`src/rtl/lsu_pkg.sv`:
```
// Shared types and constants for the load/store memory port.
package lsu_pkg;

   // Access-sequencer states
   typedef enum logic [2:0] {
      ST_IDLE = 3'd0,
      ST_RD   = 3'd1,
      ST_CAP  = 3'd2,
      ST_WR   = 3'd3,
      ST_RESP = 3'd4
   } lsu_state_e;

   // Access size encodings
   localparam logic [1:0] SZ_B = 2'd0;
   localparam logic [1:0] SZ_H = 2'd1;
   localparam logic [1:0] SZ_W = 2'd2;
   localparam logic [1:0] SZ_D = 2'd3;

   // Memory write-size codes
   localparam logic [9:0] MEM_BYT_B = 10'd1;
   localparam logic [9:0] MEM_BYT_H = 10'd2;
   localparam logic [9:0] MEM_BYT_W = 10'd3;
   localparam logic [9:0] MEM_BYT_D = 10'd4;

   // Default address window
   localparam logic [63:0] BASE_ADDR_DEF = 64'h0000_0000_8000_0000;
   localparam int unsigned MEM_SIZE_DEF  = 4096;

   // Right-aligned byte mask covering an access of the given size
   function automatic logic [63:0] size_mask(input logic [1:0] size);
      logic [63:0] m;
      case (size)
         SZ_B:    m = 64'h0000_0000_0000_00FF;
         SZ_H:    m = 64'h0000_0000_0000_FFFF;
         SZ_W:    m = 64'h0000_0000_FFFF_FFFF;
         SZ_D:    m = 64'hFFFF_FFFF_FFFF_FFFF;
         default: m = 64'h0000_0000_0000_0000;
      endcase
      return m;
   endfunction

   // True when the byte offset is not a multiple of the access size
   function automatic logic is_misaligned(input logic [2:0] off, input logic [1:0] size);
      logic r;
      case (size)
         SZ_B:    r = 1'b0;
         SZ_H:    r = off[0];
         SZ_W:    r = |off[1:0];
         SZ_D:    r = |off;
         default: r = 1'b1;
      endcase
      return r;
   endfunction

endpackage

```
`src/rtl/lsu_mem_port_align.sv`:
```
// Combinational lane logic: load extract/extend and store read-modify-write merge.
module lsu_align
   import lsu_pkg::*;
(
   input  logic [2:0]  i_off,
   input  logic [1:0]  i_size,
   input  logic        i_signed,
   input  logic [63:0] i_rd_data,
   input  logic [63:0] i_wr_data,
   output logic [63:0] o_load_data,
   output logic [63:0] o_merged
);

   logic [5:0]  w_shift;
   logic [63:0] w_rd_shifted;
   logic [63:0] w_mask;

   assign w_shift      = {i_off, 3'b000};
   assign w_rd_shifted = i_rd_data >> w_shift;
   assign w_mask       = size_mask(i_size) << w_shift;

   // Truncate the shifted read data to the access size and extend it
   always_comb begin
      o_load_data = w_rd_shifted;
      case (i_size)
         SZ_B: begin
            if (i_signed) o_load_data = {{56{w_rd_shifted[7]}}, w_rd_shifted[7:0]};
            else          o_load_data = {56'd0, w_rd_shifted[7:0]};
         end
         SZ_H: begin
            if (i_signed) o_load_data = {{48{w_rd_shifted[15]}}, w_rd_shifted[15:0]};
            else          o_load_data = {48'd0, w_rd_shifted[15:0]};
         end
         SZ_W: begin
            if (i_signed) o_load_data = {{32{w_rd_shifted[31]}}, w_rd_shifted[31:0]};
            else          o_load_data = {32'd0, w_rd_shifted[31:0]};
         end
         SZ_D:    o_load_data = w_rd_shifted;
         default: o_load_data = 64'd0;
      endcase
   end

   // Replace only the addressed bytes of the old doubleword with store data
   always_comb begin
      o_merged = (i_rd_data & ~w_mask) | ((i_wr_data << w_shift) & w_mask);
   end

endmodule

```
`src/rtl/lsu_mem_port.sv`:
```
// Load/store access unit: sequences one request at a time onto the data memory port.
module lsu_mem_port
   import lsu_pkg::*;
#(
   parameter logic [63:0] BASE_ADDR = BASE_ADDR_DEF,
   parameter int unsigned MEM_SIZE  = MEM_SIZE_DEF
)
(
   input  logic        iClock,
   input  logic        iReset,
   input  logic        iReqValid,
   output logic        oReqReady,
   input  logic        iReqWr,
   input  logic [1:0]  iReqSize,
   input  logic        iReqSigned,
   input  logic [63:0] iReqAddr,
   input  logic [63:0] iReqWrData,
   output logic        oRespValid,
   input  logic        iRespReady,
   output logic [63:0] oRespData,
   output logic        oRespFault,
   output logic        oMemRdEn,
   output logic        oMemWrEn,
   output logic [63:0] oMemAddr,
   output logic [63:0] oMemWrData,
   output logic [9:0]  oMemWrByt,
   input  logic [63:0] iMemRdData
);

   localparam logic [63:0] LIMIT_ADDR = BASE_ADDR + (64'(MEM_SIZE) << 3);

   lsu_state_e  r_state;
   lsu_state_e  w_state_nxt;

   logic        r_wr;
   logic [1:0]  r_size;
   logic        r_signed;
   logic [2:0]  r_off;
   logic [63:0] r_wr_data;

   logic        r_req_ready;
   logic        r_resp_valid;
   logic [63:0] r_resp_data;
   logic        r_resp_fault;
   logic        r_mem_rd_en;
   logic        r_mem_wr_en;
   logic [63:0] r_mem_addr;
   logic [63:0] r_mem_wr_data;
   logic [9:0]  r_mem_wr_byt;

   logic        w_accept;
   logic        w_fault;
   logic [63:0] w_load_data;
   logic [63:0] w_merged;

   assign w_accept = iReqValid & r_req_ready;
   assign w_fault  = is_misaligned(iReqAddr[2:0], iReqSize)
                   | (iReqAddr < BASE_ADDR)
                   | (iReqAddr >= LIMIT_ADDR);

   lsu_align u_align (
      .i_off       (r_off),
      .i_size      (r_size),
      .i_signed    (r_signed),
      .i_rd_data   (iMemRdData),
      .i_wr_data   (r_wr_data),
      .o_load_data (w_load_data),
      .o_merged    (w_merged)
   );

   // Next-state decode for the access sequencer
   always_comb begin
      w_state_nxt = r_state;
      case (r_state)
         ST_IDLE: begin
            if (w_accept) begin
               if (w_fault)                w_state_nxt = ST_RESP;
               else if (!iReqWr)           w_state_nxt = ST_RD;
               else if (iReqSize == SZ_D)  w_state_nxt = ST_WR;
               else                        w_state_nxt = ST_RD;
            end else begin
               w_state_nxt = ST_IDLE;
            end
         end
         ST_RD:   w_state_nxt = ST_CAP;
         ST_CAP: begin
            if (r_wr) w_state_nxt = ST_WR;
            else      w_state_nxt = ST_RESP;
         end
         ST_WR:   w_state_nxt = ST_RESP;
         ST_RESP: begin
            if (iRespReady) w_state_nxt = ST_IDLE;
            else            w_state_nxt = ST_RESP;
         end
         default: w_state_nxt = ST_IDLE;
      endcase
   end

   // Sequencer state register
   always_ff @(posedge iClock or negedge iReset) begin
      if (!iReset) r_state <= ST_IDLE;
      else         r_state <= w_state_nxt;
   end

   // Registered outputs and request context, loaded from the upcoming state
   always_ff @(posedge iClock or negedge iReset) begin
      if (!iReset) begin
         r_wr          <= 1'b0;
         r_size        <= 2'd0;
         r_signed      <= 1'b0;
         r_off         <= 3'd0;
         r_wr_data     <= 64'd0;
         r_req_ready   <= 1'b1;
         r_resp_valid  <= 1'b0;
         r_resp_data   <= 64'd0;
         r_resp_fault  <= 1'b0;
         r_mem_rd_en   <= 1'b0;
         r_mem_wr_en   <= 1'b0;
         r_mem_addr    <= 64'd0;
         r_mem_wr_data <= 64'd0;
         r_mem_wr_byt  <= 10'd0;
      end else begin
         r_req_ready  <= (w_state_nxt == ST_IDLE);
         r_resp_valid <= (w_state_nxt == ST_RESP);
         r_mem_rd_en  <= (w_state_nxt == ST_RD) || (w_state_nxt == ST_CAP);
         r_mem_wr_en  <= (w_state_nxt == ST_WR);
         r_mem_wr_byt <= (w_state_nxt == ST_WR) ? MEM_BYT_D : 10'd0;
         case (r_state)
            ST_IDLE: begin
               if (w_accept) begin
                  r_wr         <= iReqWr;
                  r_size       <= iReqSize;
                  r_signed     <= iReqSigned;
                  r_off        <= iReqAddr[2:0];
                  r_wr_data    <= iReqWrData;
                  r_resp_data  <= 64'd0;
                  r_resp_fault <= w_fault;
                  if (!w_fault) r_mem_addr <= {iReqAddr[63:3], 3'b000};
                  // A full-doubleword store skips the read and writes the raw data
                  if (!w_fault && iReqWr && (iReqSize == SZ_D)) r_mem_wr_data <= iReqWrData;
                  else                                           r_mem_wr_data <= 64'd0;
               end
            end
            ST_CAP: begin
               if (r_wr) r_mem_wr_data <= w_merged;
               else      r_resp_data   <= w_load_data;
            end
            ST_WR: begin
               r_mem_wr_data <= 64'd0;
            end
            ST_RESP: begin
               if (iRespReady) begin
                  r_resp_data  <= 64'd0;
                  r_resp_fault <= 1'b0;
               end
            end
            default: begin
               r_mem_wr_data <= 64'd0;
            end
         endcase
      end
   end

   assign oReqReady  = r_req_ready;
   assign oRespValid = r_resp_valid;
   assign oRespData  = r_resp_data;
   assign oRespFault = r_resp_fault;
   assign oMemRdEn   = r_mem_rd_en;
   assign oMemWrEn   = r_mem_wr_en;
   assign oMemAddr   = r_mem_addr;
   assign oMemWrData = r_mem_wr_data;
   assign oMemWrByt  = r_mem_wr_byt;

endmodule

```
`config.mk`:
```
export PLATFORM = sky130hd
export DESIGN_NAME = lsu_mem_port
export DESIGN_NICKNAME = d
export VERILOG_FILES = /design/src/rtl/lsu_pkg.sv /design/src/rtl/lsu_mem_port_align.sv /design/src/rtl/lsu_mem_port.sv
export SDC_FILE = /design/constraint.sdc
export NUM_CORES = 1
export LEC_CHECK = 0
export CAP_MARGIN = 20
export CORE_MARGIN = 2
export CORE_UTILIZATION = 54
export CTS_BUF_LIST = sky130_fd_sc_hd__clkbuf_4 sky130_fd_sc_hd__clkbuf_8
export DETAILED_ROUTE_END_ITERATION = 16
export PLACE_DENSITY = 0.89
export SLEW_MARGIN = 5
export SYNTH_ARGS = -nofsm -noshare
export SYNTH_HDL_FRONTEND = slang
export SYNTH_SLANG_ARGS = --single-unit
```
`constraint.sdc`:
```
create_clock -name iClock -period 3.3 [get_ports iClock]
set_input_delay 0.33 -clock iClock [delete_from_list [all_inputs] [get_ports iClock]]
set_output_delay 0.33 -clock iClock [all_outputs]
set_load 0.01 [all_outputs]
```
Word-level counts from Yosys, hierarchy flattened
Cells that the tools add are included.

Bits in registers: 271. Input bits: 200. Output and inout port bits: 207. Logic and storage cells: 89.

$lt $le $gt $ge: 2. Equality and inequality tests: 18. Shift operators: 3. Multiplexer cells: 25. Bitwise operators: 9. Reduce and logical (&&, ||, !) cells: 17.

Operators by type and width (count): $mux W64 (9); $pmux W64 S4 (2); $pmux W64 S3 (2); $and A64 B64 Y64 (2); $shl A64 B6 Y64 (2); $ge A64 B32 Y1 const B (1); $lt A64 B32 Y1 const B (1); $not A64 Y64 (1); $or A64 B64 Y64 (1); $shr A64 B6 Y64 (1); $mux W3 (5); $pmux W3 S5 (1); $eq A3 B2 Y1 const B (4); $reduce_and A3 Y1 (3); $eq A2 B2 Y1 const B (4); $ne A2 B2 Y1 const B (4); $eq A3 B1 Y1 const B (2); $eq A3 B3 Y1 const B (2); $logic_not A3 Y1 (2); $eq A2 B1 Y1 const B (2); $logic_not A2 Y1 (2); $mux W2 (2); $pmux W1 S4 (1); $reduce_and A4 Y1 (1); other kinds (13) (17).

Longest topological paths before layout
Gate-level depths: netlist (run 1).

Depth after elaboration: 10. Gate-level depth with buffers: 10. Gate-level depth less buffers: 5.

By module
Synthesis (run 1) repeated with hierarchy kept, for this count alone.

Cell total of the unflattened synthesis: 1414. Area, all modules: 15469.8 µm².

Modules (own cells, without submodules): lsu_mem_port (times used 1, cells each 849, area each 10558.9 µm², seq. area each 6707.7 µm²); lsu_align (times used 1, cells each 565, area each 4911.0 µm², seq. area each 0.0 µm²).

Worst setup path before layout (run 1)
No wires, ideal clock.

Path kind: reg-to-reg. Start: register r_off[1]. End: register r_mem_wr_data[24], in the netlist oMemWrData[24]. Library setup time: 126 ps. Arrival time: 1920 ps. Required time: 3174 ps. Slack: 1254 ps. Stages on the path, launching flop included: 10. Path buffers: 4. Period minus slack after synthesis: 2046 ps. Path through: dfrtp_1 > buf_6 > buf_6 > buf_8 > buf_6 > o21ai_0 > a21oi_2 > mux2i_1 > nor2_1 > a221o_1.

Cells in the longest elaborated chain, start to end: 6. Elaborated cells between the ends (all ways): 8. Those cells by class: shift (2); mux (2); bitwise (4).

RTL lines: from (decl) (line lsu_mem_port.sv:38) `logic [2:0] r_off;`; from (signal assigned) (line lsu_mem_port.sv:134) `r_off <= iReqAddr[2:0];`; $shl A64 B6 Y64 (line lsu_mem_port_align.sv:20) `assign w_mask = size_mask(i_size) << w_shift;`; $not A64 Y64 (line lsu_mem_port_align.sv:45) `o_merged = (i_rd_data & ~w_mask) | ((i_wr_data << w_shift) & w_mask);`; $and A64 B64 Y64 (line lsu_mem_port_align.sv:45); $or A64 B64 Y64 * (line lsu_mem_port_align.sv:45); $mux W64 * (line lsu_mem_port.sv:145) `if (r_wr) r_mem_wr_data <= w_merged;`; $pmux W64 S3 * (line lsu_mem_port.sv:128) `case (r_state)`; to (signal assigned) (line lsu_mem_port.sv:140) `if (!w_fault && iReqWr && (iReqSize == SZ_D)) r_mem_wr_data <= iReqWrData;`; to (signal assigned) (line lsu_mem_port.sv:145); to (decl) (line lsu_mem_port.sv:48) `logic [63:0] r_mem_wr_data;`.

Every way passes the cells marked *; elsewhere a longest branch is shown, timed or not. The select of a mux whose other input is x is not followed. A chain may end at the register's enable or synchronous reset.

Worst setup path in the final report (run 1)
Start: register r_off[0]. End: register r_mem_wr_data[39], in the netlist oMemWrData[39].

The elaborated chain is that of the path after synthesis.

==> results of run 1 <==
-- state kept, by name (all words and copies together) (netlist names) --
| name | count |
|---|---|
| oMemWrData | 64 |
| oReqReady | 1 |
| oMemAddr | 61 |
| r_state | 3 |
| r_signed | 1 |
| oMemRdEn | 1 |
| oRespData | 64 |
| r_size | 2 |
| r_wr | 1 |
| r_off | 3 |
| oMemWrByt | 1 |
| oRespFault | 1 |
| oRespValid | 1 |
| r_wr_data | 64 |
-- power by group --
group | internal [mW] | switching (mW) | leakage, nW
clock | 1.85 | 1.42 | 0.529
combinational | 2.73 | 4.03 | 4.65
sequential | 3.73 | 0.845 | 3.62
-- worst min-delay path by stage --
stage / cells after the start / slack (ns) / startpoint / end
global placement: 1 / 0.41 / iReset / oRespData[41]$_DFFE_PN0P_
detailed placement: 1 / 0.42 / iReset / oRespData[34]$_DFFE_PN0P_
finish: 3 / 0.30 / iReqSigned / r_signed$_DFFE_PN0P_
global route: 3 / 0.33 / iReqSigned / r_signed$_DFFE_PN0P_
floorplan: 0 / 0.03 / iReset / oMemAddr[10]$_DFFE_PN0P_
CTS: 3 / 0.29 / iReqSigned / r_signed$_DFFE_PN0P_
-- critical path, stage by stage (launching register included) --
cell      delay, ns
dfrtp_4        0.71
nor2_1         0.47
a22oi_1        0.20
o21ai_4        0.47
mux2i_1        0.51
o221ai_1       0.19
-- per-stage QoR --
step | hold slack, ns | instance area [µm²]
after floorplan | 0.0344 | 14700
after global placement | 0.414 | 18800
after detailed placement | 0.423 | 18800
after CTS | 0.292 | 19800
after global routing | 0.327 | 19800
final | 0.300 | 19800
-- cell usage in the layout (no fill, tap or decap), drive strengths merged, types with 3 or more instances in the layout --
| master | n |
|---|---|
| clkdlybuf4s50 | 393 |
| nand2 | 309 |
| dfrtp | 267 |
| mux2i | 100 |
| clkbuf | 71 |
| nor2 | 63 |
| o21ai | 59 |
| a221o | 57 |
| and2 | 52 |
| a22o | 47 |
| buf | 47 |
| mux4 | 39 |
| mux2 | 38 |
| a22oi | 34 |
| nand3 | 29 |
| a21oi | 26 |
| a211oi | 22 |
| o2bb2ai | 16 |
| inv | 16 |
| conb | 12 |
| nor4 | 11 |
| o211ai | 11 |
| o221ai | 10 |
| nand3b | 9 |
| nor3 | 8 |
| a32oi | 8 |
| nor2b | 7 |
| a2bb2oi | 7 |
| a311oi | 7 |
| a211o | 7 |
| o22ai | 7 |
| nand2b | 6 |
| clkinv | 5 |
| nand4 | 3 |
| and3 | 3 |
-- final cells by class --
class	count	area (µm²)	area share, %
Clock inverter	9	121	0.614
Inverter	14	52.6	0.266
Timing Repair Buffer	441	4380	22.1
Tap cell	341	427	2.16
Antenna cell	1	2.50	0.0127
Clock buffer	71	871	4.40
Sequential cell	268	6720	34.0
Multi-Input combinational cell	1026	7210	36.5
-- layer usage --
| metal | track usage, % | wire [µm] | up-vias |
|---|---|---|---|
| met5 | 0 | 0 | - |
| met4 | 19.3 | 3250 | 0 |
| met1 | 50.9 | 21000 | 6866 |
| met2 | 63.2 | 26400 | 1063 |
| met3 | 10.2 | 6230 | 221 |
| li1 | - | - | 5935 |
-- kinds of logic (layout without fill, tap and decap cells) --
logic type	count (synthesis)	count (layout)	synth area share [%]
buffers and inverters	147	535	5.46
other	1	13	0.0256
AND/OR/NAND/NOR	509	509	15.4
flip-flops	268	268	45.8
AO/OA/AOI/OAI	328	328	17.6
multiplexers	177	177	15.7
-- synthesized netlist by cell type (all sizes together), types with 34 or more instances --
cell and instances:
a221o 57, a22o 47, a22oi 34, and2 52
buf 81, clkbuf 52, dfrtp 267, mux2 38
mux2i 100, mux4 39, nand2 309, nor2 63
o21ai 59
==> flow_summary.toml, run 1 <==
[floorplan]
die_y_um = 169
num_rows = 60
die_w_um = 169
initial_core_util_pct = 54.7
fp.coreArea_um2 = 26800
die_area_um2 = 28500
io_pins = 407

[clock_tree]
h-tree-depth = 2
cts_buffers = 43
worstSkewPairLatency_ns = 0.59
cts_tree = "built"
cts-root-buf = "clkbuf_8"
path_clk_slew_ns = 0.06
clkSinkCount = 268
cts_hold_buf = 1
postCtsSetupRepairBufs = 0
cts_resized = 0
ctsLongestPathBuffers = 3

[global_route]
grt_pass1_vias = 14200
grt_pass1_wl_um = 86200
antenna_found_initial = 0
grt_overflow_total = 0
gr-usage-all-layers_pct = 39.7
grt_max_degree = 99

[placement]
dp_hpwl_um = 41000
io_buffers = 394
dpl_worst_slack_ns = 0.666
gp_congestion = 0.974
dpl.cell_count = 2088

[logic_synthesis]
synthTopCellsByArea = "dfrtp_1 (46%), nand2_1 (7.9%), mux2i_1 (6.8%)"
synth_warnings = 0
syn_inst = 1430
synthesis.area_um2 = 14700
yosysTopAreaCell = "dfrtp_1"
async_reset_ff_share_pct = 100
post_synth.cell_area_avg_um2 = 10.2
synth-edff-count = 0
netlist.area_leader.share_pct = 45.6
ys_ff_latch = 268
synth.distinct_cells = 61
ys_seq_area_share_pct = 45.8
synthFlopType = "dfrtp_1"

[critical_path]
path_max_fanout = 46
critPathCapture = "oMemWrData[39]$_DFFE_PN0P_"
critPathLaunch = "r_off[0]$_DFFE_PN0P_"
worstReg2RegEnd = "oMemWrData[39]$_DFFE_PN0P_"
path_class = "flop to flop"
r2r_start = "r_off[0]$_DFFE_PN0P_"
cp-start-kind = "flop"
ff2ff_setup_slack_ns = 0.60
cp_data_required_time_ns = 3.74
cp.arrival_ns = 3.14
ff2ff_path_depth = 5
cp-end-kind = "flop"

[detailed_routing]
num_vias = 14100
final_antenna_net_count = 0
route.detailed.drc = 0
wl_per_cell_um = 26.2
drt-pass1-iter-count = 6
viasPerCell = 6.49
first_iter_violations = 1630
wl_um = 56800

[finish]
final_util_pct = 73.8
fillers = 1843
stdcell_count = 2171
drive_gt1_share_pct = 13.0
synthToLayoutAreaGrowth_pct = 35.0
final_nets = 1994

[sta]
worst_pin_slew_ns = 1.04
fin_ws_ns = 0.599
fin_tns_setup_ns = 0
relSlewSlack_pct = 30.3
fin_crit_sh_pct = 81.8
fin_skew_ns = 0.0254
hold_viol = 0
fmax_mhz = 370
fin_crit_ns = 2.70
setup_violations = 0
rsz0062_at_grt = "false"
final-max-slew-violation-count = 0

[run]
cap_viol_max_count = 0

[power_and_ir_drop]
total_power_mw = 14.6
ir_drop_mv = 0.458
leakage_nw = 8.80
power.density_nw_per_um2 = 738

[hold_path]
hp-class = "primary input to flop"

[status]
status = "finished clean"
Note: power is estimated with default switching activity, not from simulation.
==> run 2: changes to the inputs <==
Settings changed: CORE_UTILIZATION 54 to 50, PLACE_DENSITY 0.89 to 0.83.
Clock period 3.3 ns to 2.8 ns, I/O delays scaled along.
==> run 2 against run 1 <==
Compared with the run above:
- register-to-register slack lost 0.26 ns
- utilization decreased by 4.1 points
- critical path depth unchanged
- sequential power up 17%
- non-clock buffer count rose by 30
- power rose by 18%
==> flow_summary.toml, run 2 (synthesis results as in run 1) <==
[run]
cap_viol_max_count = 0

[floorplan]
initial_core_util_pct = 50.9
fp.coreArea_um2 = 28800
io_pins = 407
die_y_um = 175
num_rows = 62
die_area_um2 = 30700
die_w_um = 175

[sta]
fin_tns_setup_ns = 0
final-max-slew-violation-count = 0
worst_pin_slew_ns = 0.847
hold_viol = 0
fmax_mhz = 406
rsz0062_at_grt = "false"
fin_crit_ns = 2.46
relSlewSlack_pct = 43.6
fin_crit_sh_pct = 87.9
fin_skew_ns = 0.0318
setup_violations = 0

[finish]
fin_area_um2 = 20100
stdcell_count = 2238
final_common_cell = "clkdlybuf4s50_1"
final_nets = 2024
drive_gt1_share_pct = 14.2
mostFrequentLayoutCells = "clkdlybuf4s50_1 (393), nand2_1 (306), dfrtp_1 (264)"
antennaDiodeCount = 0
synthToLayoutAreaGrowth_pct = 37.0

[hold_path]
hp-class = "primary input to flop"

[critical_path]
cp.arrival_ns = 2.97
cp-end-kind = "flop"
cp_data_required_time_ns = 3.30
cp-start-kind = "flop"
path_max_fanout = 29
path_class = "flop to flop"

[clock_tree]
clkSinkCount = 268
ctsLongestPathBuffers = 3
cts_buffers = 43
cts_resized = 0
worstSkewPairLatency_ns = 0.59
cts_tree = "built"
path_clk_slew_ns = 0.07
h-tree-depth = 2
cts-root-buf = "clkbuf_8"
postCtsSetupRepairBufs = 0

[status]
status = "finished clean"

[global_route]
grt_pass1_wl_um = 84600
grt_overflow_total = 0
grt_max_degree = 84
antenna_found_initial = 1
grt_pass1_vias = 13800
gr-usage-all-layers_pct = 36.0

[power_and_ir_drop]
ir_drop_mv = 0.477
leakage_nw = 8.94
power.density_nw_per_um2 = 855
total_power_mw = 17.2

[placement]
placed_area_um2 = 19100
dp_hpwl_um = 41700
gp_congestion = 0.977
io_buffers = 394
dpl.cell_count = 2161

[detailed_routing]
first_iter_violations = 1667
wl_per_cell_um = 24.9
route.detailed.drc = 0
num_vias = 13900
wl_um = 55600
final_antenna_net_count = 0
viasPerCell = 6.21
drt-pass1-iter-count = 7
[run 2: changes by cell type in the layout (fill, tap and decap cells not counted)]
cell	delta
buf_4	+24
clkinv_2	+1
clkbuf_8	-3
diode_2	-1
inv_12	-1
inv_8	+1
clkinv_8	+1
buf_12	+6
inv_6	-1
clkbuf_4	-3
[run 2: layer usage]
metal  part of all wire, %  wire length, µm  vias to the layer above  track usage, %
met2                    46            25400                      889            55.5
met5                 0.022               12                        -               0
li1                      -                -                     6001               -
met4                   4.7             2610                        2            15.7
met3                    11             6170                      149            8.92
met1                    39            21500                     6857            48.4
[run 2: metrics by stage]
step           utilization [%]  setup WS (ns)  hold slack (ns)
2_1_floorplan                -          0.754          -0.0156
3_3_place_gp              66.4          0.254            0.310
3_5_place_dp              66.4          0.217            0.316
4_1_cts                   69.7          0.244            0.244
5_1_grt                   69.8          0.288            0.274
6_report                  69.8          0.338            0.258
[run 2: critical path, stage by stage, from the launching register on]
cell and delay (ns):
dfrtp_4 0.63, buf_12 0.24, a221o_1 0.61, a211o_1 0.37, a21oi_1 0.36, a221o_1 0.18
[run 2: final cells by class]
type / instances / area, µm²
repair buffers: 471 / 4680
well taps: 384 / 480
flip-flops and latches: 268 / 6720
inverters: 14 / 52.6
fillers: 2149 / 8700
clock inverters: 10 / 129
multi-input cells: 1026 / 7210
clock buffers: 65 / 807
[run 2: worst paths after layout]
kind	startpoint	to	slack, ns	cells past startpoint
max	r_off[0]$_DFFE_PN0P_	oMemWrData[51]$_DFFE_PN0P_	0.34	5
min	iReqSigned	r_signed$_DFFE_PN0P_	0.26	3
max reg2reg	r_off[0]$_DFFE_PN0P_	oMemWrData[51]$_DFFE_PN0P_	0.34	5
min reg2reg	oMemAddr[31]$_DFFE_PN0P_	oMemAddr[31]$_DFFE_PN0P_	0.47	1
max in group asynchronous	iReset	oMemWrData[57]$_DFFE_PN0P_	1.66	3
min in group asynchronous	iReset	oRespData[56]$_DFFE_PN0P_	0.31	2
[run 2: repair_timing]
action                     CTS  global route
hold buffers                 1             0
hold endpoints to repair    76             0
setup endpoints to repair    0             0
[run 2: power breakdown]
group / total [mW] / switching, mW / leakage [nW] / internal [mW]
registers: 5.33 / 0.936 / 3.62 / 4.40
clock network: 3.65 / 1.61 / 0.499 / 2.04
logic: 8.18 / 4.72 / 4.82 / 3.46
